===== src/rtl/mips_boot_pkg.sv =====
// Shared types and constants for the MIPS boot loader.
package mips_boot_pkg;

  typedef enum logic [2:0] {
    IDLE   = 3'd0,
    LOAD   = 3'd1,
    HOLD   = 3'd2,
    RUN    = 3'd3,
    HALTED = 3'd4
  } boot_state_e;

  localparam int unsigned WORD_BYTES = 4;
  localparam logic [31:0] DEFAULT_HALT_ADDR = 32'h0000_FFFC;

endpackage


===== src/rtl/imem_boot_loader.sv =====
// Boot sequencer: streams a program into instruction memory, runs the core, and
// catches the halt store that ends the program.
module imem_boot_loader
  import mips_boot_pkg::*;
#(
  parameter int unsigned MAX_WORDS = 256,
  parameter int unsigned RST_HOLD  = 4,
  parameter logic [31:0] HALT_ADDR = DEFAULT_HALT_ADDR
) (
  input  logic        clk,
  input  logic        reset,
  input  logic        start,
  input  logic [15:0] word_count,
  input  logic        abort,
  input  logic        s_valid,
  output logic        s_ready,
  input  logic [31:0] s_data,
  output logic        instwen,
  output logic [31:0] addwrite,
  output logic [31:0] instrdatain,
  output logic        cpu_reset,
  input  logic        memWrite,
  input  logic [31:0] Address,
  input  logic [31:0] writeData,
  output logic        busy,
  output logic        halted,
  output logic [31:0] exit_code,
  output logic        load_err
);

  localparam int unsigned IdxW  = $clog2(MAX_WORDS + 1);
  localparam int unsigned HoldW = $clog2(RST_HOLD + 1);

  boot_state_e      state_q, state_d;
  logic [IdxW-1:0]  index_q, index_d;
  logic [IdxW-1:0]  count_q, count_d;
  logic [HoldW-1:0] hold_q, hold_d;
  logic             instwen_q, instwen_d;
  logic [31:0]      addwrite_q, addwrite_d;
  logic [31:0]      data_q, data_d;
  logic             cpu_reset_q, cpu_reset_d;
  logic [31:0]      exit_code_q, exit_code_d;
  logic             load_err_q, load_err_d;
  logic             accept;
  logic             bad_count;

  assign s_ready     = (state_q == LOAD);
  assign accept      = s_valid && s_ready;
  assign bad_count   = (word_count == 16'd0) || (32'(word_count) > MAX_WORDS);
  assign busy        = (state_q == LOAD) || (state_q == HOLD);
  assign halted      = (state_q == HALTED);
  assign instwen     = instwen_q;
  assign addwrite    = addwrite_q;
  assign instrdatain = data_q;
  assign cpu_reset   = cpu_reset_q;
  assign exit_code   = exit_code_q;
  assign load_err    = load_err_q;

  always_comb begin
    state_d     = state_q;
    index_d     = index_q;
    count_d     = count_q;
    hold_d      = hold_q;
    instwen_d   = 1'b0;
    addwrite_d  = addwrite_q;
    data_d      = data_q;
    exit_code_d = exit_code_q;
    load_err_d  = load_err_q;

    if (abort) begin
      // Abort outranks everything, including a handshake in the same cycle.
      state_d     = IDLE;
      exit_code_d = 32'd0;
    end else begin
      unique case (state_q)
        IDLE, HALTED: begin
          if (start) begin
            if (bad_count) begin
              load_err_d = 1'b1;
            end else begin
              count_d     = IdxW'(word_count);
              index_d     = '0;
              load_err_d  = 1'b0;
              exit_code_d = 32'd0;
              state_d     = LOAD;
            end
          end
        end
        LOAD: begin
          if (accept) begin
            instwen_d  = 1'b1;
            addwrite_d = 32'(index_q) * 32'(WORD_BYTES);
            data_d     = s_data;
            index_d    = index_q + IdxW'(1);
            if (index_q == count_q - IdxW'(1)) begin
              state_d = HOLD;
              hold_d  = HoldW'(RST_HOLD);
            end
          end
        end
        HOLD: begin
          if (hold_q == '0) begin
            state_d = RUN;
          end else begin
            hold_d = hold_q - HoldW'(1);
          end
        end
        RUN: begin
          if (memWrite && (Address == HALT_ADDR)) begin
            exit_code_d = writeData;
            state_d     = HALTED;
          end
        end
        default: state_d = IDLE;
      endcase
    end

    // Registered from the next state so the core is released only on entry to RUN.
    cpu_reset_d = (state_d != RUN);
  end

  always_ff @(posedge clk or posedge reset) begin
    if (reset) begin
      state_q     <= IDLE;
      index_q     <= '0;
      count_q     <= '0;
      hold_q      <= '0;
      instwen_q   <= 1'b0;
      addwrite_q  <= 32'd0;
      data_q      <= 32'd0;
      cpu_reset_q <= 1'b1;
      exit_code_q <= 32'd0;
      load_err_q  <= 1'b0;
    end else begin
      state_q     <= state_d;
      index_q     <= index_d;
      count_q     <= count_d;
      hold_q      <= hold_d;
      instwen_q   <= instwen_d;
      addwrite_q  <= addwrite_d;
      data_q      <= data_d;
      cpu_reset_q <= cpu_reset_d;
      exit_code_q <= exit_code_d;
      load_err_q  <= load_err_d;
    end
  end

endmodule

===== config.mk =====
export PLATFORM = sky130hd
export DESIGN_NAME = imem_boot_loader
export DESIGN_NICKNAME = d
export VERILOG_FILES = /design/src/rtl/mips_boot_pkg.sv /design/src/rtl/imem_boot_loader.sv
export SDC_FILE = /design/constraint.sdc
export NUM_CORES = 1
export LEC_CHECK = 0
export BUFFER_PORTS_ARGS = -buffer_cell sky130_fd_sc_hd__buf_4
export CAP_MARGIN = 20
export CORE_MARGIN = 8
export CORE_UTILIZATION = 35
export DETAILED_ROUTE_END_ITERATION = 16
export GPL_TIMING_DRIVEN = 1
export SLEW_MARGIN = 25
export SYNTH_ARGS = -nofsm -noshare
export SYNTH_HDL_FRONTEND = slang
export SYNTH_SLANG_ARGS = --single-unit

===== constraint.sdc =====
create_clock -name clk -period 3.8 [get_ports clk]
set_input_delay 1.14 -clock clk [delete_from_list [all_inputs] [get_ports clk]]
set_output_delay 1.14 -clock clk [all_outputs]
set_load 0.005 [all_outputs]

Word-level counts from Yosys, hierarchy flattened
Cells that the tools add are included.
- reduce and logical (&&, ||, !) cells: 17
- multiplexer cells: 25
- order comparisons: 1
- add/subtract/negate cells: 3
- equality and inequality tests: 15
- bitwise operators: 2
- operators by type and width (kind ; number):
    2-to-1 mux 32 bit ; 4
    case mux 32 bit (2 select lines) ; 1
    equality test 32 x 16 -> 1 bit, second input constant ; 1
    2-to-1 mux 3 bit ; 10
    2-to-1 mux 9 bit ; 3
    case mux 9 bit (2 select lines) ; 1
    greater-than comparator 16 x 9 -> 1 bit, second input constant ; 1
    zero test 16 bit ; 1
    case mux 3 bit (4 select lines) ; 1
    AND reduction 5 bit ; 2
    adder 9 x 1 -> 9 bit, second input constant ; 1
    equality test 9 bit ; 1
    inequality test 3 bit, second input constant ; 3
    subtractor 9 x 1 -> 9 bit, second input constant ; 1
    AND reduction 4 bit ; 2
    equality test 3 x 2 -> 1 bit, second input constant ; 2
    zero test 3 bit ; 2
    inequality test 2 bit, second input constant ; 3
    case mux 3 bit (2 select lines) ; 1
    AND reduction 3 bit ; 2
    2-to-1 mux 1 bit ; 4
    inequality test 2 x 1 -> 1 bit, second input constant ; 2
    nonzero test 2 bit ; 2
    equality test 3 x 1 -> 1 bit, second input constant ; 1
    other kinds (8) ; 11
- bits of input ports: 118
- word-level logic and storage cells: 73
- output and inout bits: 102
- register bits: 100

Longest topological paths before layout
Gate-level depths: netlist (run 1).
- word-level depth: 7
- gate-level depth with buffers: 9
- depth with buffers taken out: 9

Least setup slack after synthesis (run 1)
No wires, ideal clock.
- path type: input to register
- start: in word_count[2]
- end: reg exit_code_q[0], in the netlist exit_code[0]
- arrival: 2.699 ns
- required time: 3.721 ns
- cell stages on the path: 8
- library setup time: 0.079 ns
- path buffers: 2
- slack: 1.021 ns
- path through: nor4_1 a21boi_0 or3_1 nor2_1 a311o_2 buf_6 buf_8 mux2i_1
- longest elaborated chain between the ends: 4
- elaborated cells on any way between the ends: 5
- those cells by class: 1 x order compare; 1 x eq/ne; 3 x reduce/logical
- RTL lines (what ; line ; RTL):
    from (decl) ; imem_boot_loader.sv:13 ; input logic [15:0] word_count,
    greater-than comparator 16 x 9 -> 1 bit or zero test 16 bit (tied branches) ; imem_boot_loader.sv:49 ; assign bad_count = (word_count == 16'd0) || (32'(word_count) > MAX_WORDS);
    logical OR 1 bit * ; imem_boot_loader.sv:49 ;
    inequality test 3 bit (no source line) * ; -- ;
    AND reduction 4 bit (no source line) * ; -- ;
    to (signal assigned) ; imem_boot_loader.sv:143 ; exit_code_q <= exit_code_d;
    to (decl) ; imem_boot_loader.sv:42 ; logic [31:0] exit_code_q, exit_code_d;
Mark *: on every way between the ends. The rest lies on a longest branch, timed or not.
A chain may end at the register's enable or synchronous reset.

Final worst setup path (run 1)
- start: in word_count[6]
- end: reg exit_code_q[10], in the netlist exit_code[10]
The elaborated chain is that of the path after synthesis.

==> impl_results.md, run 1 <==
* Post-place setup slack at 480 ps
* Number of H-tree levels at 3
* Synth area leader: dfrtp_1
* Antenna diode instance count at 0
* Worst min path class: reg -> reg
* Slowest CP cell: nor4_1
* Area delta synth->final at 38.8%
* Max Slew Vio Count at 0
* Die height at ~130 um
* Min cycle time layout at 3020 ps
* Cell with the most instances after synthesis: nand2_1
* Clock transition at path regs at 60 ps
* Maximum clock path buffer count at 2
* Die W at between 100 and 150 um
* CP max stage delay at ~470 ps
* Crit path buffers/inverters at 2
* Endpoints failing setup at 0
* First-pass GRT wire length at 21,500 um
* Vias in the first global route at roughly 4,100
* Clock Latency Late Sink at about 340 ps
* Final core utilization at about half
* Post-Syn Area per Cell at ~9.4 sq um
* Slew headroom at approximately 57%
* RSZ-0062 raised after global routing: no
* Area share of the largest cell type after synthesis at 50.5%
* Clock Sink Count at 100
* Vias at 4,052
* Final non-filler cell area at 0.00681 sq mm
* Placed cell area at 0.00644 sq mm
* Crit path cell chain: buf_4 > nor4_1 > a21boi_0 > or3_1 > nor2_1 > a311o_2 > buf_12 > mux2i_1
* GRT Total Usage at roughly 15%
* Row count at 43
* Max Fclk at between 300 and 400 MHz
* Critical Path AT at between 3000 and 4000 ps
* Core area at ~0.014 sq mm
* Overflow after GRT at 0
* Cells after Synth at 522
* Cell Area, Synth at between 0.004 and 0.005 sq mm
* Critical path's top delay family: simple AND/OR/NAND/NOR gates
* Area contributors post-synth: dfrtp_1, nand2_1, mux2i_1
* DRC Markers at 0
* List of most frequent post-synthesis cells: nand2_1, dfrtp_1, inv_1
* Status: finished, final reports clean
* Max-cap viol count at 0
* Worst Setup End Kind: flop
* Initial Util at 35.6%
* Async SR Flop Fraction at 100%
* Vias per cell at about 4.5
* Tcrit/Tclk final at roughly four fifths
* Max VDD drop at between 0.0002 and 0.00025 V
* Number of DRC markers in iteration 0 at 152
* Worst-path maximum fanout at 32
* Setup TNS at 0 ps
* DP HPWL at approximately 10,000 um
* Sequential-to-total area share from yosys stat at 51.1%
* Hold Buf Count CTS at 0
* TritonRoute pass-1 iters at 4
* Placer's final routability congestion estimate at 0.788
* #FFs+latches synth at 100
* Postcts setup bufs at 0
* Slew @ Worst Pin at about 640 ps
* Final Hold Viols at 0
* WP data required at 4060 ps
* Lkg Pwr at between 0.003 and 0.004 uW
* Max Clock Skew at around 5.5 ps
* Cts repair resizes at 0
* Antenna violations before repair at 0
* Post-synth top flop: dfrtp_1
* EDFF count, synth at 0
* Share of cells above drive strength 1 at about a third
* Slack of the critical path at 784 ps
* Clk Tree Root Cell: clkbuf_16
* Nets at between 800 and 900
* Wire per inst at roughly 15 um
* PortBufs at a little under 200
* CTS tree: yes
* DIE AREA at 0.0181 sq mm
* Ports at 220
* Largest net degree at the start of global routing at 52
* Final WL at ~14,000 um
* Detail Route Antenna Nets at 0
* Yosys Warn Count at 0
* PwrDens at 380 mW/mm^2
* Critical path class: in -> reg
* Cell variety after synth at 55
* CTS Buf Count at 9
* CP startpoint kind: primary input
path summary, 6_finish.rpt:
kind / startpoint / to / slack, ps / depth (start not counted)
worst max-delay path: word_count[6] / exit_code[10] / 780 / 8
worst min-delay path: instrdatain[30] / instrdatain[30] / 480 / 2
worst max register to register: state_q[0] / index_q[3] / 1210 / 8
worst min register to register: instrdatain[30] / instrdatain[30] / 480 / 2
max in group asynchronous: reset / cpu_reset / 2140 / 3
min in group asynchronous: reset / exit_code[30] / 900 / 2
worst register-to-register path, delay by kind of cell (launching register included):
kind,cells,cell delay (ps)
xor gates and xnor gates,1,160
buffers and inverters,3,940
DFF,1,570
and+or+nand+nor,4,780
metrics by stage:
step           hold slack [ps]  total power [uW]  std cells
2_1_floorplan              455              1320        544
3_3_place_gp               459              1490        880
3_5_place_dp               464              1510        880
4_1_cts                    481              2630        896
5_1_grt                    494              2710        896
6_report                   476              2590        896
cell families after synthesis:
family                     count (synthesis)  synth area share (%)
muxes                                     39                  8.14
adders and majority gates                  4                  1.02
DFF                                      100                  51.1
xor gates and xnor gates                  16                  2.86
other                                      1                0.0765
AOI/OAI and AO/OA                         32                  4.82
buffers and inverters                     89                  9.77
and+or+nand+nor                          241                  22.3
registers in the layout, summed over array words and instances (netlist names):
register,count
state_q,3
count_q,9
index_q,9
addwrite,9
cpu_reset,1
load_err,1
instrdatain,32
exit_code,32
instwen,1
hold_q,3
power by group:
group	switching, uW	total (uW)	internal [uW]	leakage (uW)
combinational	136	320	184	0.00208
clock	396	1100	709	0.000179
sequential	38.8	1160	1120	0.00136
placed cells by master, fill, tap and decap left out, drive strengths merged, types with 2 or more instances in the layout:
master,n
conb,23
nand3,7
nand2,171
nor3,3
xor2,11
mux2,7
bufinv,4
clkbuf,9
o21ai,12
ha,4
nor4b,4
nor2,23
and3b,2
a21oi,3
o31ai,2
xnor2,5
or3b,2
dfrtp,99
nand3b,4
a211oi,3
nand4,5
clkinv,3
buf,203
inv,42
and3,3
nor4,9
mux2i,32
a32oi,2
layer usage:
layer | vias up | global-route usage [%] | wire length (um)
li1 | 2012 | - | -
met1 | 1896 | 17.9 | 5830
met2 | 128 | 25.1 | 6670
met3 | 16 | 3.40 | 847
met4 | 0 | 5.30 | 199
met5 | - | 0 | 0
cell type report:
| type | instances | area, sq um |
|---|---|---|
| fillers | 1336 | 6970 |
| clock inverters | 7 | 139 |
| multi-input cells | 355 | 2010 |
| clock buffers | 9 | 225 |
| flip-flops and latches | 100 | 2500 |
| well taps | 180 | 225 |
| inverters | 42 | 160 |
| repair buffers | 203 | 1550 |
Power figures use the tool's default switching activity.
==> run 2: changes to the inputs <==
clock period = 2.6 ns   (was 3.8 ns; I/O delays follow)
==> run 2 against run 1 <==
Core utilization up 0.36 points. Cell count up 1.5%. Via count up 2.0%. Clock power up 24%. Power up 37%. Design area up 0.74%. Clock skew about the same. Worst hold slack worse by 28 ps. Combinational power up 49%.
==> impl_results.md, run 2 (same netlist as run 1, synthesis figures left out) <==
* Hold Buf Count CTS at 0 (unchanged)
* Crit path buffers/inverters at 2 (unchanged)
* Max VDD drop at 0.000223 V (was 0.000213 V)
* Postcts setup bufs at 0 (unchanged)
* CTS tree: yes (unchanged)
* Share of cells above drive strength 1 at 34.7% (was 33.2%)
* Max Slew Vio Count at 0 (unchanged)
* PortBufs at 196 (unchanged)
* DIE AREA at 0.0181 sq mm (unchanged)
* Clock Latency Late Sink at 340 ps (about the same)
* Min cycle time layout at 2520 ps
* Final Hold Viols at 0 (unchanged)
* Largest net degree at the start of global routing at 54 (was 52)
* Clock transition at path regs at 70 ps (was 60 ps)
* Worst min path class: in -> async (was reg -> reg)
* RSZ-0062 raised after global routing: no (unchanged)
* Endpoints failing setup at 0 (unchanged)
* Die height at 134 um (unchanged)
* Antenna violations before repair at 0 (unchanged)
* Worst r2r src: count_q[2] (was state_q[0])
* GRT Total Usage at 15.1% (was 14.8%)
* Lkg Pwr at 0.00366 uW (was 0.00362 uW)
* CTS Buf Count at 9 (unchanged)
* DP HPWL at 10,700 um (was 10,400 um)
* WL met3 at 879 um (was 847 um)
* Max-cap viol count at 0 (unchanged)
* Final WL at 13,700 um (was 13,500 um)
* Most frequent cells in the layout: buf_4, nand2_1, dfrtp_1 (unchanged)
* Worst R2R Path Depth at 6 (was 8)
* Crit Reg-Reg Endpoint: hold_q[1] (was index_q[3])
* DRC Markers at 0 (unchanged)
* Max Clock Skew at 5.80 ps (was 5.50 ps)
* Core area at 0.0138 sq mm (unchanged)
* Met2 Wirelength at 6960 um (was 6670 um)
* Maximum clock path buffer count at 2 (unchanged)
* CP max stage delay at 480 ps (was 470 ps)
* Overflow after GRT at 0 (unchanged)
* Clock Sink Count at 100 (unchanged)
* Vias per cell at 4.55 (was 4.52)
* Vias at 4,135 (was 4,052)
* Number of H-tree levels at 3 (unchanged)
* Detail Route Antenna Nets at 0 (unchanged)
* Ports at 220 (unchanged)
* Clk Tree Root Cell: clkbuf_16 (unchanged)
* Placed Cells at 893 (was 880)
* Row count at 43 (unchanged)
* PwrDens at 515 mW/mm^2 (was 380 mW/mm^2)
* Die W at 134 um (unchanged)
* TritonRoute pass-1 iters at 4 (unchanged)
* Number of DRC markers in iteration 0 at 224 (was 152)
* Post-route met1 wirelength at 5630 um (was 5830 um)
* Total power at 3530 uW (was 2590 uW)
* Worst-path maximum fanout at 10 (was 32)
* Commonest non-fill, non-tap cell in the layout: buf_4 (unchanged)
* Area delta synth->final at 39.9% (was 38.8%)
* Slowest CP cell: dfrtp_1 (was nor4_1)
* Tcrit/Tclk final at 96.9%
* Critical Path AT at 1740 ps (was 3270 ps)
* Antenna diode instance count at 0 (unchanged)
* Uppermost layer routed: met4 (unchanged)
* Wire per inst at 15.0 um (was 15.1 um)
* Initial Util at 35.6% (unchanged)
* Post-route insts no fill at 909 (was 896)
* Critical path's top delay family: flip-flops (was simple AND/OR/NAND/NOR gates)
* Nets at 846 (was 833)
* CP startpoint kind: flop (was primary input)
* FF-to-FF setup slack at 340 ps (was 1210 ps)
* Cts repair resizes at 0 (unchanged)
* Max Fclk at about 400 MHz
* Vias in the first global route at 4,327 (was 4,120)
* Worst hold slack at 448 ps (was 476 ps)
* Critical Path Source: state_q[1] (was word_count[6])
* Placer's final routability congestion estimate at 0.789 (was 0.788)
* Status: finished, final reports clean (unchanged)
* First-pass GRT wire length at 22,100 um (was 21,500 um)
* Critical path class: reg -> out (was in -> reg)
* WP data required at 1820 ps (was 4060 ps)
* Crit path cell chain: or3b_1 > inv_1 > buf_4 (was buf_4 > nor4_1 > a21boi_0 > or3_1 > nor2_1 > a311o_2 > buf_12 > mux2i_1)
* Worst Setup End Kind: primary output (was flop)
## run 2: cell count changes in the layout (fill, tap and decap cells not counted), sizes merged
cell | before | now
buf | 203 | 216
bufinv | 4 | 1
clkbuf | 9 | 11
clkinv | 3 | 4
clkinvlp | 0 | 1
inv | 42 | 41
## run 2: worst register-to-register path, delay by kind of cell, from the launching register on
kind | cells | cell delay, ps
AND/OR/NAND/NOR | 2 | 620
XOR/XNOR | 1 | 160
flip-flops | 1 | 480
AO/OA/AOI/OAI | 3 | 870
## run 2: area by class of cell
type	count	area, sq um
fillers	1300	6920
flip-flops and latches	100	2500
multi-input cells	355	2020
repair buffers	216	1650
clock buffers	11	253
well taps	180	225
inverters	42	161
clock inverters	5	50.0
## run 2: metrics by stage
step | TNS (ps) | setup slack, ps | area [sq um] | util, %
final | 0 | 79.3 | 6860 | 49.8
after floorplan | 0 | 181 | 4990 | -
after global routing | 0 | 2.59 | 6860 | 49.8
after detailed placement | -4170 | -170 | 6540 | 47.5
after CTS | 0 | 47.9 | 6850 | 49.7
after global placement | -6740 | -201 | 6540 | 47.5
## run 2: worst max path at each step
stage / endpoint / slack (ps) / depth (start not counted)
4_1_cts: s_ready / 50 / 3
2_1_floorplan: exit_code[0] / 180 / 8
6_report: s_ready / 80 / 3
3_3_place_gp: exit_code[24] / -200 / 9
5_1_grt: s_ready / 3 / 3
3_5_place_dp: exit_code[11] / -170 / 9
## run 2: routing by layer
| layer | up-vias | GRT usage [%] |
|---|---|---|
| met1 | 1962 | 18.0 |
| met4 | 0 | 5.86 |
| met5 | - | 0 |
| met2 | 114 | 25.6 |
| li1 | 2044 | - |
| met3 | 15 | 3.85 |
## run 2: power by group
group / total [uW] / internal, uW / switching, uW
Sequential: 1700 / 1640 / 55.2
Combinational: 478 / 275 / 203
Clock: 1360 / 792 / 565
Total: 3530 / 2710 / 824
==> run 3: changes to the inputs <==
==> constraint.sdc (replaced) <==
create_clock -name clk -period 2.6 [get_ports clk]
set_input_delay 0.26 -clock clk [delete_from_list [all_inputs] [get_ports clk]]
set_output_delay 0.26 -clock clk [all_outputs]
set_load 0.005 [all_outputs]
==> run 3 against run 2 <==
Design area decreased by 1.3%. Register-to-register slack improved by 80 ps. Die area unchanged. First-iteration DRC count decreased by 23%. Critical path depth increased by 3. Combinational power about the same. Largest cell class unchanged. Largest power group unchanged.
==> impl_results.md, run 3 (same netlist as run 1, synthesis figures left out) <==
* Commonest non-fill, non-tap cell in the layout: buf_4 (unchanged)
* Number of DRC markers in iteration 0 at 173 (was 224)
* Worst R2R Path Depth at 6 (unchanged)
* Sw power at 816 uW (was 824 uW)
* P_int at 2670 uW (was 2710 uW)
* Share of cells above drive strength 1 at 33.5% (was 34.7%)
* Clock Power Share at 37.8% (was 38.4%)
* Slew @ Worst Pin at about 700 ps
* Antenna violations before repair at 0 (unchanged)
* Final Hold Viols at 0 (unchanged)
* Worst r2r src: count_q[2] (unchanged)
* Worst hold slack at 25.4 ps (was 448 ps)
* Comb pwr share at 13.6% (was 13.5%)
* Placed cell area at 0.00647 sq mm (was 0.00654 sq mm)
* Tcrit/Tclk final at 83.7% (was 96.9%)
* Clock transition at path regs at 60 ps (was 70 ps)
* Clock Latency Late Sink at 340 ps (about the same)
* Slew headroom at 53.2%
* FF-to-FF setup slack at 420 ps (was 340 ps)
* Vias at 4,063 (was 4,135)
* Worst Setup EP: cpu_reset (was s_ready)
* Critical Path Source: count_q[2] (was state_q[1])
* Endpoints failing setup at 0 (unchanged)
* CTS tree: yes (unchanged)
* Final non-filler cell area at 0.00677 sq mm (was 0.00686 sq mm)
* RSZ-0062 raised after global routing: no (unchanged)
* Max Fclk at 460 MHz (was 397 MHz)
* Clock Sink Count at 100 (unchanged)
* Min cycle time layout at 2180 ps (was 2520 ps)
* Most frequent cells in the layout: buf_4, nand2_1, dfrtp_1 (unchanged)
* Max Clock Skew at 7.71 ps (was 5.80 ps)
* Slack of the critical path at 424 ps (was 79.3 ps)
* Final core utilization at 49.1% (was 49.8%)
* First-pass GRT wire length at 22,300 um (was 22,100 um)
* PortBufs at 196 (unchanged)
* CTS Buf Count at 9 (unchanged)
* Max-cap viol count at 0 (unchanged)
* Vias per cell at 4.52 (was 4.55)
* Hold Buf Count CTS at 0 (unchanged)
* Placer's final routability congestion estimate at 0.812 (was 0.789)
* DIE AREA at 0.0181 sq mm (unchanged)
* Row count at 43 (unchanged)
* Ports at 220 (unchanged)
* Crit Reg-Reg Endpoint: cpu_reset (was hold_q[1])
* PwrDens at 516 mW/mm^2 (was 515 mW/mm^2)
* Status: finished, final reports clean (unchanged)
* Fillcell total at 1,350 (was 1,300)
* Largest net degree at the start of global routing at 50 (was 54)
* Area delta synth->final at 38.0% (was 39.9%)
* Net Sw Frac at 23.4% (was 23.3%)
* Core area at 0.0138 sq mm (unchanged)
* Overflow after GRT at 0 (unchanged)
* Maximum clock path buffer count at 2 (unchanged)
* Clk Tree Root Cell: clkbuf_16 (unchanged)
* Die height at 134 um (unchanged)
* CP startpoint kind: flop (unchanged)
* Setup TNS at 0 ps (unchanged)
* GRT Total Usage at 15.3% (was 15.1%)
* Max VDD drop at 0.000223 V (about the same)
* Max Slew Vio Count at 0 (unchanged)
* Detail Route Antenna Nets at 0 (unchanged)
* Post-place setup slack at 150 ps (was -170 ps)
* Worst Setup End Kind: flop (was primary output)
* Number of H-tree levels at 3 (unchanged)
* Cts repair resizes at 0 (unchanged)
* DRC Markers at 0 (unchanged)
* Worst-path maximum fanout at 8 (was 10)
* Critical Path AT at 2440 ps (was 1740 ps)
* DP HPWL at 10,700 um (about the same)
* Vias in the first global route at 4,374 (was 4,327)
* Postcts setup bufs at 0 (unchanged)
* Lkg Pwr at 0.00360 uW (was 0.00366 uW)
* Nets at 837 (was 846)
* TritonRoute pass-1 iters at 4 (unchanged)
* Initial Util at 35.6% (unchanged)
* Reg power frac at 48.6% (was 48.0%)
* WP data required at 2870 ps (was 1820 ps)
* Die W at 134 um (unchanged)
* Critical path class: reg -> reg (was reg -> out)
* Final WL at 13,900 um (was 13,700 um)
* Worst min path class: in -> async (unchanged)
* Wire per inst at 15.4 um (was 15.0 um)
* Antenna diode instance count at 0 (unchanged)
[run 3: cell types whose count changed in the layout (fill, tap and decap cells not counted), sizes merged]
cell	change
clkbuf	-1
buf	-9
clkinvlp	+1
clkinv	-1
[run 3: stage by stage]
step | total power, uW | instances
finish | 3490 | 899
CTS | 3560 | 899
global route | 3660 | 899
detailed placement | 2210 | 884
floorplan | 1930 | 544
global placement | 2190 | 884
[run 3: final cells by class]
class	instances	area, sq um	area share (%)
sequential	100	2500	37.0
clock buffer	10	239	3.53
multi-input combinational	355	2010	29.6
inverter	42	161	2.39
tap	180	225	3.33
timing repair buffer	207	1580	23.3
clock inverter	5	52.6	0.777
[run 3: layer usage]
metal / global-route usage [%] / vias up / share of wire (%)
li1: - / 2018 / -
met1: 17.7 / 1911 / 41
met2: 26.5 / 119 / 51
met3: 3.93 / 15 / 7.0
met4: 5.74 / 0 / 1.7
met5: 0 / - / 0
[run 3: worst max-delay path: stages, from the launching register on]
cell and delay [ps]:
dfrtp_1 470, nor4_4 440, nand3_1 150, xnor2_1 150, a2111o_1 440, o31ai_4 210
a21bo_1 240
[run 3: power by group through the flow]
stage / clock [uW] / sequential (uW) / combinational, uW
after floorplan: 0 / 1720 / 209
after global placement: 0 / 1720 / 468
after detailed placement: 0 / 1730 / 483
after CTS: 1370 / 1700 / 485
after global routing: 1430 / 1710 / 527
final: 1320 / 1700 / 475
[run 3: worst min-delay path by stage]
stage	start	end	depth (start not counted)	slack [ps]
2_1_floorplan	s_data[0]	instrdatain[0]	2	370
3_3_place_gp	reset	instrdatain[0]	2	420
3_5_place_dp	reset	instrdatain[0]	2	430
4_1_cts	reset	instrdatain[6]	2	50
5_1_grt	reset	instrdatain[0]	2	80
6_report	reset	instrdatain[0]	2	30
